## src/rtl/key_scan.sv

```systemverilog
// key_scan: 4x4 matrix keypad scanner with row synchroniser and debouncer.
//
// Drives one keypad column low at a time, samples the synchronised rows at
// the end of each column dwell, and debounces both the press and the release
// of a single key. Each accepted press or release raises key_flag for one
// cycle. key_out and key_state are valid in that same cycle.
//
// Ports:
//   Clk       - system clock
//   Rst       - asynchronous active-high reset
//   key_r     - keypad rows, active-low (key_r[0] is row 0)
//   key_c     - keypad column drive, active-low, one-hot-zero
//   key_out   - code of last accepted key, {row[1:0], col[1:0]}
//   key_flag  - one-cycle pulse on each accepted press and release
//   key_state - debounced state: 0 = key held, 1 = released
module key_scan #(
    parameter int SCAN_DIV = 50000,
    parameter int DEB_CNT  = 1000000
) (
    input  logic       Clk,
    input  logic       Rst,
    input  logic [3:0] key_r,
    output logic [3:0] key_c,
    output logic [3:0] key_out,
    output logic       key_flag,
    output logic       key_state
);

    localparam int DW = $clog2(SCAN_DIV);
    localparam int BW = $clog2(DEB_CNT);
    localparam logic [DW-1:0] DIV_LAST = DW'(SCAN_DIV - 1);
    localparam logic [BW-1:0] DEB_LAST = BW'(DEB_CNT - 1);

    typedef enum logic [1:0] {
        SCAN,
        DEBOUNCE,
        PRESSED,
        RELEASE
    } state_t;

    state_t          state_q, state_d;
    logic [3:0]      r1_q, rs_q;
    logic [3:0]      rpat_q, rpat_d;
    logic [1:0]      col_q, col_d;
    logic [DW-1:0]   div_cnt_q, div_cnt_d;
    logic [BW-1:0]   deb_cnt_q, deb_cnt_d;
    logic [3:0]      key_c_q;
    logic [3:0]      key_out_q, key_out_d;
    logic            key_flag_q, key_flag_d;
    logic            key_state_q, key_state_d;

    // Exactly one low row is a valid single-key pattern.
    logic            rs_valid;
    logic [1:0]      rs_row;

    always_comb begin
        rs_valid = 1'b1;
        rs_row   = 2'd0;
        case (rs_q)
            4'b1110: rs_row = 2'd0;
            4'b1101: rs_row = 2'd1;
            4'b1011: rs_row = 2'd2;
            4'b0111: rs_row = 2'd3;
            default: rs_valid = 1'b0;
        endcase
    end

    always_comb begin
        state_d     = state_q;
        rpat_d      = rpat_q;
        col_d       = col_q;
        div_cnt_d   = div_cnt_q;
        deb_cnt_d   = deb_cnt_q;
        key_out_d   = key_out_q;
        key_flag_d  = 1'b0;
        key_state_d = key_state_q;

        case (state_q)
            SCAN: begin
                if (div_cnt_q == DIV_LAST) begin
                    div_cnt_d = '0;
                    if (rs_valid) begin
                        rpat_d    = rs_q;
                        deb_cnt_d = '0;
                        state_d   = DEBOUNCE;
                    end else begin
                        col_d = col_q + 2'd1;
                    end
                end else begin
                    div_cnt_d = div_cnt_q + DW'(1);
                end
            end
            DEBOUNCE: begin
                if (rs_q != rpat_q) begin
                    div_cnt_d = '0;
                    state_d   = SCAN;
                end else if (deb_cnt_q == DEB_LAST) begin
                    // rs equals rpat here, so the live decode gives the row.
                    deb_cnt_d   = '0;
                    key_out_d   = {rs_row, col_q};
                    key_flag_d  = 1'b1;
                    key_state_d = 1'b0;
                    state_d     = PRESSED;
                end else begin
                    deb_cnt_d = deb_cnt_q + BW'(1);
                end
            end
            PRESSED: begin
                deb_cnt_d = '0;
                if (rs_q == 4'hF) begin
                    state_d = RELEASE;
                end
            end
            RELEASE: begin
                if (rs_q != 4'hF) begin
                    deb_cnt_d = '0;
                    state_d   = PRESSED;
                end else if (deb_cnt_q == DEB_LAST) begin
                    deb_cnt_d   = '0;
                    div_cnt_d   = '0;
                    col_d       = col_q + 2'd1;
                    key_flag_d  = 1'b1;
                    key_state_d = 1'b1;
                    state_d     = SCAN;
                end else begin
                    deb_cnt_d = deb_cnt_q + BW'(1);
                end
            end
            default: state_d = SCAN;
        endcase
    end

    always_ff @(posedge Clk or posedge Rst) begin
        if (Rst) begin
            state_q     <= SCAN;
            r1_q        <= 4'hF;
            rs_q        <= 4'hF;
            rpat_q      <= 4'hF;
            col_q       <= 2'd0;
            div_cnt_q   <= '0;
            deb_cnt_q   <= '0;
            key_c_q     <= 4'b1110;
            key_out_q   <= 4'h0;
            key_flag_q  <= 1'b0;
            key_state_q <= 1'b1;
        end else begin
            r1_q        <= key_r;
            rs_q        <= r1_q;
            state_q     <= state_d;
            rpat_q      <= rpat_d;
            col_q       <= col_d;
            div_cnt_q   <= div_cnt_d;
            deb_cnt_q   <= deb_cnt_d;
            // Column drive registered from the next column so it tracks col_q.
            key_c_q     <= ~(4'b0001 << col_d);
            key_out_q   <= key_out_d;
            key_flag_q  <= key_flag_d;
            key_state_q <= key_state_d;
        end
    end

    assign key_c     = key_c_q;
    assign key_out   = key_out_q;
    assign key_flag  = key_flag_q;
    assign key_state = key_state_q;

endmodule
```

## config.mk

```make
export PLATFORM = sky130hd
export DESIGN_NAME = key_scan
export DESIGN_NICKNAME = d
export VERILOG_FILES = /design/src/rtl/key_scan.sv
export SDC_FILE = /design/constraint.sdc
export NUM_CORES = 1
export LEC_CHECK = 0
export ABC_AREA = 0
export BUFFER_PORTS_ARGS = -buffer_cell sky130_fd_sc_hd__buf_2
export CELL_PAD_IN_SITES_DETAIL_PLACEMENT = 1
export CELL_PAD_IN_SITES_GLOBAL_PLACEMENT = 1
export CORE_ASPECT_RATIO = 1.5
export CORE_UTILIZATION = 43
export DETAILED_ROUTE_END_ITERATION = 6
export GPL_TIMING_DRIVEN = 0
export PLACE_DENSITY_LB_ADDON = 0.12
export SLEW_MARGIN = 25
export SYNTH_ARGS = -nofsm -noshare
export SYNTH_HDL_FRONTEND = slang
export SYNTH_SLANG_ARGS = --single-unit
```

## constraint.sdc

```tcl
create_clock -name Clk -period 2.5 [get_ports Clk]
set_input_delay 0.125 -clock Clk [delete_from_list [all_inputs] [get_ports Clk]]
set_output_delay 0.125 -clock Clk [all_outputs]
set_load 0.005 [all_outputs]
```

==> summary.txt, run 1 <==
Run status
  – Violated checks: setup timing
  – Status: finished, violations left

Synthesis
  – Syn Nets: roughly 360
  – Post-synthesis cell type count: between 50 and 60
  – Synth cell count leaders: 46 x dfrtp_1, 38 x nor2_1, 34 x o21ai_0, 29 x nand2_1, 17 x nand3_1
  – Ranking of synthesized cells by area: dfrtp_1 35%, dfstp_2 13%, o21ai_0 5.2%, nor2_1 4.3%, nand2_1 3.3%
  – Sequential share of the synthesized area: 0.4790
  – Count leader, synth: dfrtp_1
  – Dominant cell type by area after synthesis: dfrtp_1
  – Ys flop type: dfrtp_1
  – Mapped Area: roughly 0.0033 mm²
  – Post-Synthesis Mean Instance Area: ~9.5 µm²
  – Synth Register Bits: 62
  – Post-synth EDFFs: 0
  – Yosys top cell area share: 0.3509
  – Synth warn: 0
  – Post-synthesis cell count: ~350
  – FFs w/ async S/R, synth: 1.000

Placed design
  – Detailed placement HPWL: 5735 µm
  – Routability cong.: 0.7838
  – Port Buffers: 15
  – Placement-stage worst setup slack: -0.3836 ns

Detailed routing
  – DR vias: between 2000 and 3000
  – Vias per cell: 5.625
  – Antenna-violating nets left: 0
  – WL/cell: around 18 µm
  – Final Routed Wirelength: just under 9000 µm
  – First drt pass iteration count: 4
  – # DRC: 0
  – First DRT Iteration DRCs: between 90 and 100

Floorplan
  – Row cnt: 38
  – Die area: between 0.007 and 0.008 mm²
  – Core ar.: between 0.007 and 0.008 mm²
  – Die H: 109.0 µm
  – IO Count: 16
  – Initial core utilization: 0.4481
  – Die X: 73.32 µm

Worst setup path
  – Worst Setup End Kind: flip-flop
  – Critical Path RT: between 2 and 3 ns
  – CP Launch Type: flip-flop
  – Crit path DAT: approximately 3 ns
  – Worst-path fanout max: 6
  – Setup CP Type: flip-flop to flip-flop

STA
  – Max Fclk: roughly 380 MHz
  – Skew final: approximately 0.014 ns
  – Final setup vio count: 30
  – Final max-slew violation count: 0
  – Setup TNS: -2.069 ns
  – Final cycle utilization of the critical path: 1.064
  – Fin crit period: about 2.7 ns
  – Tightest Pin Transition: between 0.6 and 0.7 ns
  – Hold Vio Cnt, Final: 0
  – RSZ-0062 raised after global routing: true
  – Normalized max-slew margin: 0.5320
  – Fin worst setup slack: -0.1611 ns

Finish
  – Layout cells sized above 1: 0.3709
  – Ant. Diodes: 0
  – Area occupied by multi-input gates: a little under 0.002 mm²
  – Area growth from synthesis to layout: 30.59%
  – Reg area: 0.001577 mm²
  – Number of filler cells placed in the layout: slightly above 800
  – Net count, final: just over 400

Clocking
  – CTS buffer count: 9
  – TritonCTS clock tree: done
  – Clk root buf: clkbuf_8
  – Worst-Skew Late Latency: approximately 0.36 ns
  – Clk sinks: 62
  – Max Root-Sink Buffers: 2
  – Clk slew on worst S/H paths: approximately 0.070 ns
  – H-Tree Depth: 3

GRT
  – Largest net degree at the start of global routing: 51
  – Number of global-route vias before repair: slightly above 3000
  – Total Routing Usage GR: 0.2471
  – First-pass GRT wire length: around 15000 µm
  – Grt total ovfl: 0
  – Initial antenna violation count: 0

Power and ir drop
  – Maximum VDD drop: between 0.3 and 0.4 mV
  – P per Cell Area: between 400 and 500 mW/mm²
  – Leak Pwr: about 0.0017 µW

Run
  – MaxCap Viol Count: 0

Worst hold path
  – Hold Crit Class: input port to asynchronous set/reset pin
-- final timing paths --
path,to,from,slack [ns],cells past startpoint
min in group Clk,rs_q[1]$_DFF_PP1_,r1_q[1]$_DFF_PP1_,0.36,0
setup reg to reg,deb_cnt_q[17]$_DFFE_PP0P_,div_cnt_q[11]$_DFFE_PP0P_,-0.16,7
max in group asynchronous,r1_q[1]$_DFF_PP1_,Rst,1.70,4
setup / recovery,deb_cnt_q[17]$_DFFE_PP0P_,div_cnt_q[11]$_DFFE_PP0P_,-0.16,7
hold reg to reg,rs_q[1]$_DFF_PP1_,r1_q[1]$_DFF_PP1_,0.36,0
hold / removal,div_cnt_q[0]$_DFFE_PP0P_,Rst,0.23,3
-- stage by stage --
stage                       util  total power, µW  hold WS, ns  area (µm²)  cells
after floorplan                -             1063       0.1295        3303    346
after global placement    0.4785             1076       0.2308        3503    461
after detailed placement  0.4826             1085      0.06171        3533    462
after CTS                 0.5513             1917       0.2302        4036    496
after global routing      0.5851             1965       0.2447        4284    499
final                     0.5851             1896       0.2350        4284    499
-- logic make-up (layout without fill, tap and decap cells) --
logic type	Yosys count	after routing	share of synthesized area
DFF	62	62	0.4790
xor gates and xnor gates	13	13	0.03471
and+or+nand+nor	145	145	0.2319
muxes	10	10	0.03356
adders and majority gates	7	7	0.02670
buffers and inverters	24	77	0.03241
AOI/OAI and AO/OA	85	85	0.1617
-- layer usage --
| metal | vias up | global-route usage | share of wire | wire length, µm |
|---|---|---|---|---|
| met2 | 39 | 0.4517 | 0.56 | 5012 |
| met5 | - | 0 | 0 | 0 |
| li1 | 1343 | - | - | - |
| met4 | 0 | 0.1415 | 0.030 | 263 |
| met3 | 20 | 0.03604 | 0.018 | 161 |
| met1 | 1405 | 0.2658 | 0.39 | 3465 |
-- final cells by class --
cell class / instances / share of cell area
Clock buffer: 13 / 0.03709
Buffer: 10 / 0.02074
Multi-Input combinational cell: 260 / 0.4492
Inverter: 9 / 0.008470
Timing Repair Buffer: 42 / 0.08265
Clock inverter: 3 / 0.004673
Tap cell: 100 / 0.02921
Sequential cell: 62 / 0.3680
-- layout by cell type, fill, tap and decap left out, types with 6 or more instances in the layout --
master    instances
a21oi_1           8
and3_1            6
buf_2            15
buf_4            15
clkbuf_1          7
clkbuf_8         11
dfrtp_1          42
dfstp_2          16
ha_1              7
inv_1             8
mux2_2            7
nand2_1          27
nand3_1          17
nand4_1           6
nor2_1           29
nor2_2            6
nor2b_1           7
nor3_1            8
o21ai_1          15
o21ai_2          14
xnor2_1           7
xor2_1            6
-- power by group --
group,leakage (µW),switching (µW),internal [µW],total (µW)
logic,0.000852,29.6,17.5,47.2
registers,0.000792,8.20,1020,1020
clock network,0.0000857,413,413,825
total,0.00173,450,1450,1900
-- flip-flops by register name, summed over array words and instances, names as in the netlist, 4 cells and up --
signal     count
r1_q           4
rpat_q         4
div_cnt_q     16
key_c          4
rs_q           4
deb_cnt_q     20
key_out        4
-- worst max-delay path, cell delays in order, from the launching register on --
cell and delay, ns:
dfrtp_1 0.41, or4_4 0.54, nor4_4 0.40, a21bo_4 0.30, a21o_4 0.24, buf_6 0.14, or4_4 0.43, a21oi_2 0.13
-- timing repair --
item | CTS | global route
hold buffers | 5 | 0
gates cloned | 3 | 1
buffers inserted | 12 | 5
setup endpoints to repair | 52 | 49
hold endpoints to repair | 51 | 0
gates resized for setup | 60 | 53
pin swaps | 21 | 17
Power figures use the tool's default switching activity.
==> inputs of run 2 (changes only) <==
ABC_AREA = 1   (was 0)
CORE_UTILIZATION = 41   (was 43)
==> run 2 against run 1 <==
The flow now finishes without violations. Register-to-register slack improved by 0.50 ns. Sequential power barely moved. Synthesized area rose by 17%. Sequential cell count did not move. Hold slack improved by 0.094 ns. Combinational power rose by 36%. Wire length rose by 24%. Critical endpoint is now deb_cnt_q[15]$_DFFE_PP0P_. Highest routed layer unchanged. Non-clock buffer count fell by 23. Design area rose by 4.5%. Final cell count rose by 37%.
==> summary.txt, run 2 <==
GRT
  – Grt total ovfl: 0
  – Largest net degree at the start of global routing: 45
  – First-pass GRT wire length: approximately 19000 µm
  – Number of global-route vias before repair: ~3900
  – Total Routing Usage GR: 0.2537
  – Initial antenna violation count: 0

STA
  – Tightest Pin Transition: around 0.57 ns
  – Final max-slew violation count: 0
  – Normalized max-slew margin: 0.6221
  – Hold Vio Cnt, Final: 0
  – Final setup vio count: 0
  – Worst hold slack: 0.3287 ns
  – Max Fclk: approximately 460 MHz
  – RSZ-0062 raised after global routing: false
  – Skew final: between 0.005 and 0.006 ns
  – Fin worst setup slack: approximately 0.34 ns
  – Fin crit period: around 2.2 ns
  – Final cycle utilization of the critical path: 0.8643

Clocking
  – Clk slew on worst S/H paths: about 0.050 ns
  – Worst-Skew Late Latency: between 0.3 and 0.4 ns
  – TritonCTS clock tree: done
  – Clk root buf: clkbuf_16
  – Clk sinks: 62
  – Max Root-Sink Buffers: 2
  – Postcts setup bufs: 0
  – CTS buffer count: 9
  – H-Tree Depth: 3

Detailed routing
  – First DRT Iteration DRCs: between 100 and 150
  – Antenna-violating nets left: 0
  – WL/cell: 16.11 µm
  – # DRC: 0
  – Vias per cell: 5.209
  – First drt pass iteration count: 4
  – Final Routed Wirelength: approximately 11000 µm
  – DR vias: 3563

Power and ir drop
  – Maximum VDD drop: between 0.4 and 0.5 mV
  – P per Cell Area: approximately 550 mW/mm²
  – Overall power: between 2000 and 2500 µW
  – Leak Pwr: roughly 0.0022 µW

Placed design
  – Dpl cell area: 0.004098 mm²
  – Detailed placement HPWL: 8376 µm
  – Port Buffers: 15
  – Routability cong.: 0.8765
  – Placement-stage worst setup slack: ~0.36 ns

Worst setup path
  – Worst Setup End Kind: flip-flop
  – Crit path DAT: 2.38 ns
  – Critical Path RT: ~2.7 ns
  – Setup CP Type: flip-flop to flip-flop
  – CP Launch Type: flip-flop
  – FF-to-FF setup slack: approximately 0.34 ns
  – Worst-path fanout max: 5

Finish
  – Max FFs per register: 20
  – Net count, final: 580
  – Largest Register: deb_cnt_q
  – Top Registers: deb_cnt_q x20, div_cnt_q x16
  – Area occupied by multi-input gates: 0.001972 mm²
  – Layout cells sized above 1: 0.1661
  – Number of filler cells placed in the layout: 1185
  – Area growth from synthesis to layout: 16.17%
  – Most common cell after layout, fill and taps aside: nand2_1
  – Reg area: roughly 0.0016 mm²
  – Ant. Diodes: 0
  – Commonest cells after routing, fill and taps aside: 162 x nand2_1, 66 x nor2_1, 58 x inv_1
  – Finished Cell Area: 0.004476 mm²

Floorplan
  – Core ar.: ~0.009 mm²
  – Initial core utilization: 0.4187
  – Die area: around 0.0098 mm²
  – Die X: around 80 µm
  – IO Count: 16
  – Row cnt: between 40 and 50
  – Die H: between 100 and 150 µm

Synthesis
  – Ranking of synthesized cells by area: dfrtp_1 30%, nand2_1 16%, dfstp_2 11%, nor2_1 6.4%, inv_1 5.7%
  – Syn Nets: around 550
  – FFs w/ async S/R, synth: 1.000
  – Synth cell count leaders: 162 x nand2_1, 66 x nor2_1, 59 x inv_1, 46 x dfrtp_1, 38 x nand3_1
  – Dominant cell type by area after synthesis: dfrtp_1
  – Post-synthesis cell count: ~540
  – Synth Register Bits: 62
  – Count leader, synth: nand2_1
  – Post-synth EDFFs: 0
  – Post-synthesis cell type count: 38
  – Synth warn: 0
  – Mapped Area: roughly 0.0039 mm²
  – Ys flop type: dfrtp_1
  – Post-Synthesis Mean Instance Area: 7.201 µm²
  – Sequential share of the synthesized area: 0.4079
  – Yosys top cell area share: 0.2988

Worst hold path
  – Hold Crit Class: input port to asynchronous set/reset pin

Run status
  – Status: finished, final reports clean

Run
  – MaxCap Viol Count: 0
run 2: report_power, final:
part	total [µW]	internal, µW	switching (µW)
logic	64.3	20.1	44.1
registers	1020	1020	4.87
clock network	1360	887	468
run 2: area by class of cell:
cell class | count | share of cell area
Multi-Input combinational cell | 397 | 0.4406
Sequential cell | 62 | 0.3511
Clock buffer | 12 | 0.06206
Inverter | 68 | 0.05815
Timing Repair Buffer | 21 | 0.03411
Tap cell | 112 | 0.03131
Buffer | 8 | 0.01146
Clock inverter | 4 | 0.01118
run 2: per-stage QoR:
step                      setup TNS [ns]  instances    util
after floorplan                        0        535       -
after global placement            -2.303        662  0.4421
after detailed placement               0        663  0.4454
after CTS                              0        684  0.4865
after global routing                   0        684  0.4865
final                                  0        684  0.4865
run 2: cell families after synthesis:
family / count (synthesis) / synth area share
xor+xnor: 11 / 0.02501
simple gates: 330 / 0.3959
compound gates: 49 / 0.06821
flops: 62 / 0.4079
fa+ha+maj: 7 / 0.02273
buf+inv: 76 / 0.08022
run 2: layer usage:
layer / vias up / wire (µm) / GRT usage
met5: - / 0 / 0
met4: 0 / 297 / 0.1004
met3: 17 / 136 / 0.03245
met2: 25 / 6169 / 0.4911
met1: 1751 / 4414 / 0.2641
li1: 1770 / - / -
run 2: final timing paths:
| kind | depth (start not counted) | start | to |
|---|---|---|---|
| min in group Clk | 0 | r1_q[1]$_DFF_PP1_ | rs_q[1]$_DFF_PP1_ |
| worst max register to register | 9 | deb_cnt_q[0]$_DFFE_PP0P_ | deb_cnt_q[15]$_DFFE_PP0P_ |
| worst min-delay path | 3 | Rst | key_out[2]$_DFFE_PP0P_ |
| worst max-delay path | 9 | deb_cnt_q[0]$_DFFE_PP0P_ | deb_cnt_q[15]$_DFFE_PP0P_ |
| max in group asynchronous | 4 | Rst | key_c[2]$_DFF_PP1_ |
| worst min register to register | 0 | r1_q[1]$_DFF_PP1_ | rs_q[1]$_DFF_PP1_ |
run 2: critical path, stage by stage (launching register included):
cell and delay, ns:
dfrtp_1 0.39, ha_1 0.24, nand3_1 0.22, inv_1 0.23, nand2_1 0.12, nor2_4 0.16, inv_2 0.08, o21ai_1 0.14
nand2_1 0.22, and3_1 0.24
run 2: what timing repair did:
| action | in CTS | in global routing |
|---|---|---|
| resized for setup | 0 | 0 |
| hold buffers | 5 | 0 |
| hold endpoints to repair | 22 | 0 |
==> inputs of run 3 (changes only) <==
CORE_UTILIZATION = 43   (was 41)
CTS_BUF_LIST = sky130_fd_sc_hd__clkbuf_2   (was unset)
==> run 3 against run 2 <==
Register-to-register slack better by 0.02 ns. Clock skew rose by 0.0041 ns. Final cell count is 0.73% lower. Maximum frequency grew 0.94%. Combinational power decreased by 2%. Setup slack better by 0.020 ns. Via count fell by 0.28%. Design area shrank 5.3%. Sequential cell count did not move.
==> summary.txt, run 3 (synthesis results as in run 2) <==
Floorplan
  – Die H: roughly 120 µm
  – Initial core utilization: 0.4497
  – Die area: 0.009350 mm²
  – IO Count: 16
  – Die X: approximately 79 µm
  – Core ar.: roughly 0.0086 mm²
  – Row cnt: between 40 and 50

Clocking
  – TritonCTS clock tree: done
  – CTS buffer count: 9
  – Post-CTS Resized: 0
  – Cts hold-fix bufs: 5
  – Postcts setup bufs: 0
  – H-Tree Depth: 3
  – Max Root-Sink Buffers: 2
  – Clk root buf: clkbuf_2
  – Clk slew on worst S/H paths: approximately 0.19 ns
  – Worst-Skew Late Latency: approximately 0.51 ns
  – Clk sinks: 62

Placed design
  – Routability cong.: roughly 0.94
  – Detailed placement HPWL: between 8000 and 9000 µm
  – Dpl cell area: just over 0.004 mm²
  – Placed Cells: ~660
  – Port Buffers: 15
  – Placement-stage worst setup slack: about 0.36 ns

Run
  – MaxCap Viol Count: 0

STA
  – Final max-slew violation count: 0
  – Final setup vio count: 0
  – Worst hold slack: around 0.14 ns
  – Tightest Pin Transition: roughly 0.55 ns
  – Fin crit period: 2.141 ns
  – Max Fclk: 467.1 MHz
  – Normalized max-slew margin: 0.6325
  – Hold Vio Cnt, Final: 0
  – RSZ-0062 raised after global routing: false
  – Fin worst setup slack: between 0.3 and 0.4 ns
  – Final cycle utilization of the critical path: 0.8563
  – Skew final: 0.009272 ns

Worst setup path
  – Worst r2r path cells: 9
  – FF-to-FF setup slack: around 0.36 ns
  – Critical R2R Launch: deb_cnt_q[0]$_DFFE_PP0P_
  – FF-to-FF End: deb_cnt_q[15]$_DFFE_PP0P_
  – Worst-path fanout max: 5
  – Setup CP Type: flip-flop to flip-flop
  – Worst Setup End Kind: flip-flop
  – Critical Path RT: between 2 and 3 ns
  – CP Launch Type: flip-flop
  – Crit path DAT: around 2.6 ns

Worst hold path
  – Hold Crit Class: input port to asynchronous set/reset pin

Detailed routing
  – Antenna-violating nets left: 0
  – Final Routed Wirelength: 11060 µm
  – First DRT Iteration DRCs: 116
  – WL/cell: between 15 and 20 µm
  – First drt pass iteration count: 4
  – Vias per cell: 5.233
  – DR vias: 3553
  – # DRC: 0

Finish
  – Layout cells sized above 1: 0.1626
  – Most common cell after layout, fill and taps aside: nand2_1
  – Commonest cells after routing, fill and taps aside: 162 x nand2_1, 66 x nor2_1, 58 x inv_1
  – Max FFs per register: 20
  – Non-Filler Instances: 679
  – Area growth from synthesis to layout: 10.07%
  – Net count, final: 580
  – Top Registers: deb_cnt_q x20, div_cnt_q x16
  – Ant. Diodes: 0
  – Largest Register: deb_cnt_q
  – Finished Cell Area: 0.004240 mm²

Power and ir drop
  – Overall power: about 1700 µW
  – P per Cell Area: 405.3 mW/mm²
  – Leak Pwr: 0.002073 µW
  – Maximum VDD drop: around 0.30 mV

GRT
  – Initial antenna violation count: 0
  – Total Routing Usage GR: 0.2630
  – Largest net degree at the start of global routing: 39
  – Grt total ovfl: 0
  – First-pass GRT wire length: ~19000 µm
  – Number of global-route vias before repair: approximately 4000

Run status
  – Status: finished, final reports clean
[run 3: report_power, final]
part / switching (µW) / total (µW) / internal (µW) / leakage (µW)
logic: 44.4 / 63.2 / 18.8 / 0.00121
registers: 4.90 / 1020 / 1020 / 0.000796
clock network: 408 / 634 / 226 / 0.0000719
[run 3: how the worst max path moves through the flow]
stage	start	slack, ns	endpoint	cells past startpoint
after floorplan	div_cnt_q[0]$_DFFE_PP0P_	0.85	deb_cnt_q[3]$_DFFE_PP0P_	9
after global placement	Rst	-0.002	div_cnt_q[10]$_DFFE_PP0P_	2
after detailed placement	deb_cnt_q[0]$_DFFE_PP0P_	0.36	deb_cnt_q[15]$_DFFE_PP0P_	9
after CTS	deb_cnt_q[0]$_DFFE_PP0P_	0.33	deb_cnt_q[15]$_DFFE_PP0P_	9
after global routing	deb_cnt_q[0]$_DFFE_PP0P_	0.22	deb_cnt_q[15]$_DFFE_PP0P_	9
final	deb_cnt_q[0]$_DFFE_PP0P_	0.36	deb_cnt_q[15]$_DFFE_PP0P_	9
[run 3: critical path: stages (launching register included)]
cell     delay, ns
dfrtp_1       0.43
ha_1          0.24
nand3_1       0.20
inv_1         0.20
nand2_1       0.11
nor2_4        0.16
inv_2         0.07
o21ai_1       0.18
nand2_1       0.22
and3_1        0.24
[run 3: metal layers]
metal	track usage	routed length, µm	vias to the layer above
li1	-	-	1766
met1	0.2874	4395	1720
met2	0.4795	6088	43
met3	0.04419	195	24
met4	0.1216	380	0
met5	0	0	-
[run 3: through the flow]
step,TNS (ns),util
after global placement,-0.01870,0.4741
after CTS,0,0.4950
final,0,0.4950
after floorplan,0,-
after global routing,0,0.4950
after detailed placement,0,0.4767
[run 3: cell type report]
type / count / area [µm²]
timing repair buffer: 21 / 145.1
fill: 1128 / 4327
sequential: 62 / 1572
buffer: 8 / 51.30
clock inverter: 7 / 61.31
inverter: 68 / 260.3
clock buffer: 9 / 45.04
multi-input combinational: 397 / 1972
tap: 107 / 133.9
